File: config.mk
export PLATFORM = sky130hd
export DESIGN_NAME = sd_tag_word_counter
export DESIGN_NICKNAME = d
export VERILOG_FILES = /design/src/rtl/sd_scan_pkg.sv /design/src/rtl/sd_tag_word_counter_tag_matcher.sv /design/src/rtl/sd_tag_word_counter.sv
export SDC_FILE = /design/constraint.sdc
export NUM_CORES = 1
export LEC_CHECK = 0
export CAP_MARGIN = 20
export CORE_MARGIN = 2
export CORE_UTILIZATION = 45
export DETAILED_ROUTE_END_ITERATION = 12
export PLACE_DENSITY = 0.67
export SLEW_MARGIN = 10
export SYNTH_ARGS = -nofsm -noshare
export SYNTH_HDL_FRONTEND = slang
export SYNTH_SLANG_ARGS = --single-unit
export TNS_END_PERCENT = 5
File: constraint.sdc
create_clock -name clk -period 2.6 [get_ports clk]
set_clock_uncertainty 0.05 [all_clocks]
set_input_delay 0.78 -clock clk [delete_from_list [all_inputs] [get_ports clk]]
set_output_delay 0.78 -clock clk [all_outputs]
set_load 0.05 [all_outputs]
File: src/rtl/sd_scan_pkg.sv
// Shared types and helpers for the SD-card tag scanner: FSM states,
// sector size and ASCII letter classification.
package sd_scan_pkg;

  typedef enum logic [2:0] {
    IDLE = 3'd0,
    REQ  = 3'd1,
    READ = 3'd2,
    NEXT = 3'd3,
    DONE = 3'd4
  } scan_state_e;

  localparam int SECTOR_BYTES = 512;

  localparam logic [7:0] ASCII_UC_A = 8'h41;
  localparam logic [7:0] ASCII_UC_Z = 8'h5A;
  localparam logic [7:0] ASCII_LC_A = 8'h61;
  localparam logic [7:0] ASCII_LC_Z = 8'h7A;

  function automatic logic is_letter(input logic [7:0] b);
    return ((b >= ASCII_UC_A) && (b <= ASCII_UC_Z)) ||
           ((b >= ASCII_LC_A) && (b <= ASCII_LC_Z));
  endfunction

endpackage

File: src/rtl/sd_tag_word_counter_tag_matcher.sv
// Byte-serial tag detector: shifts in every enabled byte and flags, one cycle
// later, that the last TAG_LEN bytes spelled TAG.
module tag_matcher
  import sd_scan_pkg::*;
#(
  parameter int                   TAG_LEN = 8,
  parameter logic [8*TAG_LEN-1:0] TAG     = "DLAB_TAG"
) (
  input  logic       clk,
  input  logic       reset_n,
  input  logic       clr,
  input  logic       en,
  input  logic [7:0] din,
  output logic       hit
);

  localparam int W = 8 * TAG_LEN;

  logic [W-1:0] r_shift;
  logic         r_hit;
  logic [W-1:0] w_shift_next;

  assign w_shift_next = {r_shift[W-9:0], din};

  // Shift register and registered compare; hit only pulses on the cycle after a new byte.
  always_ff @(posedge clk or negedge reset_n) begin
    if (!reset_n) begin
      r_shift <= '0;
      r_hit   <= 1'b0;
    end else if (clr) begin
      r_shift <= '0;
      r_hit   <= 1'b0;
    end else if (en) begin
      r_shift <= w_shift_next;
      r_hit   <= (w_shift_next == TAG);
    end else begin
      r_hit   <= 1'b0;
    end
  end

  assign hit = r_hit;

endmodule

File: src/rtl/sd_tag_word_counter.sv
// Streams sequential SD blocks, finds START_TAG..END_TAG and counts the words in
// between (all words, and those whose length equals word_len).
module sd_tag_word_counter
  import sd_scan_pkg::*;
#(
  parameter int                   TAG_LEN   = 8,
  parameter logic [8*TAG_LEN-1:0] START_TAG = "DLAB_TAG",
  parameter logic [8*TAG_LEN-1:0] END_TAG   = "DLAB_END",
  parameter int                   CNT_W     = 16,
  parameter int                   LEN_W     = 4
) (
  input  logic             clk,
  input  logic             reset_n,
  input  logic             start,
  input  logic [31:0]      start_blk,
  input  logic [15:0]      max_blks,
  input  logic [LEN_W-1:0] word_len,
  input  logic             init_finished,
  output logic             rd_req,
  output logic [31:0]      rd_addr,
  input  logic [7:0]       sd_dout,
  input  logic             sd_valid,
  output logic             busy,
  output logic             done,
  output logic             err,
  output logic [CNT_W-1:0] match_cnt,
  output logic [CNT_W-1:0] total_cnt
);

  localparam logic [9:0]       SECTOR_CNT = 10'(SECTOR_BYTES);
  localparam logic [CNT_W-1:0] CNT_ONE    = {{(CNT_W-1){1'b0}}, 1'b1};
  localparam logic [LEN_W:0]   RUN_ONE    = {{LEN_W{1'b0}}, 1'b1};

  scan_state_e r_state;
  scan_state_e w_next;

  logic [31:0]      r_blk;
  logic [15:0]      r_left;
  logic [LEN_W-1:0] r_wlen;
  logic [9:0]       r_bcnt;
  logic             r_err;
  logic             r_busy;
  logic             r_done;
  logic             r_rd_req;

  logic             r_inside;
  logic             r_started;
  logic             r_end_seen;

  logic [TAG_LEN-1:0][7:0] r_dl_data;
  logic [TAG_LEN-1:0]      r_dl_vld;
  logic [TAG_LEN-1:0]      w_dl_vld_next;

  logic [LEN_W:0]   r_run;
  logic [CNT_W-1:0] r_match;
  logic [CNT_W-1:0] r_total;

  logic       w_launch;
  logic       w_accept;
  logic       w_start_raw;
  logic       w_end_raw;
  logic       w_start_hit;
  logic       w_end_hit;
  logic       w_in_vld;
  logic [7:0] w_out_byte;
  logic       w_out_vld;
  logic       w_term;
  logic       w_grow;

  assign w_launch    = (r_state == IDLE) && start && init_finished;
  assign w_accept    = (r_state == READ) && sd_valid && (r_bcnt != SECTOR_CNT);
  assign w_start_hit = w_start_raw && !r_started;
  assign w_end_hit   = w_end_raw && r_inside;

  // Only bytes that arrive after the start tag (and before the end tag) are marked countable.
  assign w_in_vld   = w_start_hit || (r_inside && !w_end_hit);
  assign w_out_byte = r_dl_data[TAG_LEN-1];
  assign w_out_vld  = w_accept && r_dl_vld[TAG_LEN-1] && !w_start_hit && !w_end_hit;
  assign w_term     = w_end_hit || (w_out_vld && !is_letter(w_out_byte));
  assign w_grow     = w_out_vld && is_letter(w_out_byte);

  tag_matcher #(.TAG_LEN(TAG_LEN), .TAG(START_TAG)) u_start_match (
    .clk     (clk),
    .reset_n (reset_n),
    .clr     (w_launch),
    .en      (w_accept),
    .din     (sd_dout),
    .hit     (w_start_raw)
  );

  tag_matcher #(.TAG_LEN(TAG_LEN), .TAG(END_TAG)) u_end_match (
    .clk     (clk),
    .reset_n (reset_n),
    .clr     (w_launch),
    .en      (w_accept),
    .din     (sd_dout),
    .hit     (w_end_raw)
  );

  // Block-read sequencing.
  always_comb begin
    w_next = r_state;
    case (r_state)
      IDLE: begin
        if (w_launch) w_next = REQ;
        else          w_next = IDLE;
      end
      REQ:  w_next = READ;
      READ: begin
        if (r_bcnt == SECTOR_CNT) begin
          if (r_end_seen || w_end_hit) w_next = DONE;
          else                         w_next = NEXT;
        end else begin
          w_next = READ;
        end
      end
      NEXT: begin
        if (r_left == 16'd1) w_next = DONE;
        else                 w_next = REQ;
      end
      DONE:    w_next = IDLE;
      default: w_next = IDLE;
    endcase
  end

  // State register and registered handshake outputs.
  always_ff @(posedge clk or negedge reset_n) begin
    if (!reset_n) begin
      r_state  <= IDLE;
      r_busy   <= 1'b0;
      r_done   <= 1'b0;
      r_rd_req <= 1'b0;
    end else begin
      r_state  <= w_next;
      r_busy   <= (w_next != IDLE);
      r_done   <= (w_next == DONE);
      r_rd_req <= (w_next == REQ);
    end
  end

  // Block address, remaining-block budget, sector byte count and error flag.
  always_ff @(posedge clk or negedge reset_n) begin
    if (!reset_n) begin
      r_blk  <= 32'd0;
      r_left <= 16'd0;
      r_wlen <= '0;
      r_bcnt <= 10'd0;
      r_err  <= 1'b0;
    end else begin
      case (r_state)
        IDLE: begin
          if (w_launch) begin
            r_blk  <= start_blk;
            r_left <= (max_blks == 16'd0) ? 16'd1 : max_blks;
            r_wlen <= word_len;
            r_err  <= 1'b0;
          end
        end
        REQ:  r_bcnt <= 10'd0;
        READ: begin
          if (w_accept) r_bcnt <= r_bcnt + 10'd1;
        end
        NEXT: begin
          r_blk  <= r_blk + 32'd1;
          r_left <= r_left - 16'd1;
          if (r_left == 16'd1) r_err <= 1'b1;
        end
        DONE: r_bcnt <= 10'd0;
        default: r_bcnt <= 10'd0;
      endcase
    end
  end

  // Tag region tracking: start is a one-shot per scan, end closes the region.
  always_ff @(posedge clk or negedge reset_n) begin
    if (!reset_n) begin
      r_inside   <= 1'b0;
      r_started  <= 1'b0;
      r_end_seen <= 1'b0;
    end else if (w_launch) begin
      r_inside   <= 1'b0;
      r_started  <= 1'b0;
      r_end_seen <= 1'b0;
    end else begin
      if (w_start_hit) begin
        r_inside  <= 1'b1;
        r_started <= 1'b1;
      end
      if (w_end_hit) begin
        r_inside   <= 1'b0;
        r_end_seen <= 1'b1;
      end
    end
  end

  // A tag hit wipes every held byte, so tag characters never reach the word counter.
  always_comb begin
    w_dl_vld_next = r_dl_vld;
    if (w_launch) begin
      w_dl_vld_next = '0;
    end else if (w_accept) begin
      if (w_start_hit || w_end_hit) w_dl_vld_next = {{(TAG_LEN-1){1'b0}}, w_in_vld};
      else                          w_dl_vld_next = {r_dl_vld[TAG_LEN-2:0], w_in_vld};
    end else if (w_start_hit || w_end_hit) begin
      w_dl_vld_next = '0;
    end else begin
      w_dl_vld_next = r_dl_vld;
    end
  end

  // Delay-line storage.
  always_ff @(posedge clk or negedge reset_n) begin
    if (!reset_n) begin
      r_dl_data <= '0;
      r_dl_vld  <= '0;
    end else begin
      r_dl_vld <= w_dl_vld_next;
      if (w_accept) r_dl_data <= {r_dl_data[TAG_LEN-2:0], sd_dout};
    end
  end

  // Run-length tracking and saturating word counters.
  always_ff @(posedge clk or negedge reset_n) begin
    if (!reset_n) begin
      r_run   <= '0;
      r_match <= '0;
      r_total <= '0;
    end else if (w_launch) begin
      r_run   <= '0;
      r_match <= '0;
      r_total <= '0;
    end else if (w_term) begin
      if (r_run != '0) begin
        if (r_total != '1) r_total <= r_total + CNT_ONE;
        if ((r_run == {1'b0, r_wlen}) && (r_match != '1)) r_match <= r_match + CNT_ONE;
      end
      r_run <= '0;
    end else if (w_grow) begin
      if (r_run != '1) r_run <= r_run + RUN_ONE;
    end
  end

  assign rd_req    = r_rd_req;
  assign rd_addr   = r_blk;
  assign busy      = r_busy;
  assign done      = r_done;
  assign err       = r_err;
  assign match_cnt = r_match;
  assign total_cnt = r_total;

endmodule

==> flow_summary_export.csv <==
group,metric,value,unit
place,globalplace.congestion,0.821,
place,pre_cts_ws,-0.385,ns
power,pwr_density_cell,715,nW/um^2
setup_path,path_class,"reg2out",
layout,area_growth,27.0,%
min_path,min_path_type,"in2async",
route,dr.pass1.iters,5,
route,routed_via_density,5.51,
clocking,cts_hold_buf,0,
clocking,h-tree-depth,1,
layout,drive_above_1_share,0.140,
global_routing,grt_max_degree,65,
job,drv_cap,0,
sta,hold_viol_final,0,
clocking,cts.sinks,231,
setup_path,cp.arrival,1.72,ns
synth,yosysUniqueCellTypes,59,
setup_path,crit_buf_inv,1,
synth,synthCells,1076,
synth,async_flop_share,1.00,
synth,seq_area_frac_synth,0.536,
setup_path,cpLargestDelayFamily,"buffers and inverters",
power,ir_drop,533,uV
clocking,worstSkewPairLatency,0.55,ns
floorplanning,io_pins,133,
route,ant_nets,0,
run_status,status,"finished clean",
setup_path,cp.required,1.77,ns
synth,avgSynthCellArea,10.0,um^2
route,drc,0,
global_routing,grt_use_total,0.203,
sta,fin_crit_sh,0.982,
route,drt_iter0_markers,542,
synth,synth_seq_cells,231,
floorplanning,die_y,159,um
route,vias,8658,
sta,slew_headroom,0.607,
clocking,cts-root-buf,"clkbuf_16",
setup_path,crit_path_top_delay_cell,"clkdlybuf4s50_1",
setup_path,r2r-start,"r_bcnt[0]$_DFFE_PN0P_",
layout,antenna_cells,0,
sta,worst_slew_pin_slew,0.588,ns
setup_path,path_max_fanout,3,
setup_path,cpPeakStageDelay,0.82,ns
floorplanning,dieArea,25200,um^2
global_routing,antenna_found_initial,0,
synth,syn_area,10800,um^2
place,dp.cells,1525,
clocking,post_cts_buffers,0,
synth,synth_edf_count,0,
synth,synthFlopType,"dfrtp_1",
layout,finalNonFillerCells,1572,
clocking,cts.path.max_buffers,3,
sta,fin_crit,2.55,ns
layout,final_nets,1309,
route,wl,25.3,mm
global_routing,grt_overflow,0,
sta,slew_viol_final,0,
place,dp_hpwl,17.5,mm
layout,final_cell_mix,"230 x dfrtp_1, 182 x nand2_1, 94 x o21ai_0",
place,portBuffers,132,
sta,rsz0062_at_grt,"false",
sta,fmax,392,MHz
synth,ys.warnings.count,0,
layout,fin_util,0.584,
setup_path,startpoint,"rd_addr[29]$_DFFE_PN0P_",
route,wl_per_cell,16.1,um
setup_path,worstSetupStartpointType,"flop",
global_routing,grt_pass1_wl,43.2,mm
power,leakagePower,6.07,nW
layout,nFillCells,2048,
synth,synth_nets,1151,
clocking,cts_tree,"built",
sta,finalWorstSetupSlack,0.0465,ns
setup_path,path_cells,"clkdlybuf4s50_1",
sta,tns,0,ns
setup_path,cp-end-kind,"output pin",
floorplanning,rows,56,
floorplanning,start_util,0.459,
floorplanning,die_x,159,um
layout,final_common_cell,"dfrtp_1",
clocking,path_clk_slew,0.06,ns
clocking,post_cts_resized,45,
floorplanning,coreArea,23500,um^2
sta,setup_viol,0,
global_routing,grt_pass1_vias,8520,
clocking,cts_inserted_buffers,26,
## cell families (layout without fill, tap and decap cells)
family / Yosys count / count (layout) / share of synthesized area
AOI/OAI and AO/OA: 233 / 233 / 0.138
xor gates and xnor gates: 14 / 14 / 0.0114
adders and majority gates: 10 / 10 / 0.0116
buffers and inverters: 85 / 262 / 0.0317
DFF: 231 / 231 / 0.536
muxes: 68 / 68 / 0.0701
and+or+nand+nor: 435 / 435 / 0.201
## cell usage after synthesis (all sizes together) (6+ instances only)
library cell / number / area share
ha: 10 / 0.012
and4: 8 / 0.0065
buf: 25 / 0.011
nand2: 184 / 0.064
nor2: 59 / 0.021
xor2: 12 / 0.0097
a221o: 8 / 0.0074
or4: 12 / 0.0087
mux2i: 8 / 0.0074
or3: 21 / 0.012
a22o: 12 / 0.0097
o22ai: 6 / 0.0035
o211ai: 15 / 0.010
o311ai: 16 / 0.013
nand2b: 9 / 0.0052
nand3: 34 / 0.017
mux2: 60 / 0.063
nor3: 20 / 0.0093
o21ai: 97 / 0.045
nor4: 19 / 0.012
a21oi: 49 / 0.024
clkbuf: 32 / 0.011
nand4: 26 / 0.015
inv: 28 / 0.0097
dfrtp: 231 / 0.54
and3: 15 / 0.0087
## path summary, 6_finish.rpt
kind / endpoint / slack (ns) / cells past startpoint
setup reg to reg: r_run[0]$_DFFE_PN0P_ / 0.17 / 9
hold / removal: r_dl_data[17]$_DFFE_PN0N_ / 0.12 / 1
hold reg to reg: r_started$_DFFE_PN0P_ / 0.44 / 2
max in group asynchronous: u_end_match.r_shift[51]$_DFFE_PN0P_ / 1.77 / 2
setup / recovery: rd_addr[29] / 0.05 / 1
min in group clk: r_started$_DFFE_PN0P_ / 0.44 / 2
## flip-flops by register name, indices dropped and copies added (netlist names), 3 cells and up
name and flops:
match_cnt 16, r_bcnt 10, r_dl_data 49, r_dl_vld 8, r_left 16, r_run 5, r_state 3, r_wlen 4
rd_addr 32, total_cnt 16, u_end_match.r_shift 56, w_out_byte 7
## routing by layer
metal  vias to the layer above  part of all wire  GRT usage
met5                         -                 0          0
met4                         0             0.018     0.0425
met3                        31             0.046     0.0287
met2                       206              0.46      0.329
met1                      4206              0.48      0.292
li1                       4215                 -          -
## power by group
group	internal, mW	total, mW	switching (mW)
sequential	4.10	4.48	0.384
clock	2.19	3.68	1.49
combinational	0.772	1.62	0.851
total	7.07	9.79	2.72
## metrics by stage
stage                     cell area [um^2]  hold slack, ns  power (mW)
after CTS                            13700           0.115        9.91
after global placement               12800           0.419        6.14
after floorplan                      10800           0.402        5.53
after global routing                 13700           0.125        10.3
after detailed placement             12800           0.431        6.21
final                                13700           0.117        9.79
## cell type report
| type | instances | area [um^2] | share of cell area |
|---|---|---|---|
| tap | 319 | 399 | 0.0291 |
| timing repair buffer | 187 | 1860 | 0.136 |
| inverter | 28 | 105 | 0.00767 |
| multi-input combinational | 760 | 4680 | 0.342 |
| clock inverter | 10 | 129 | 0.00941 |
| sequential | 231 | 5780 | 0.422 |
| clock buffer | 37 | 742 | 0.0542 |
Power figures use the tool's default switching activity.
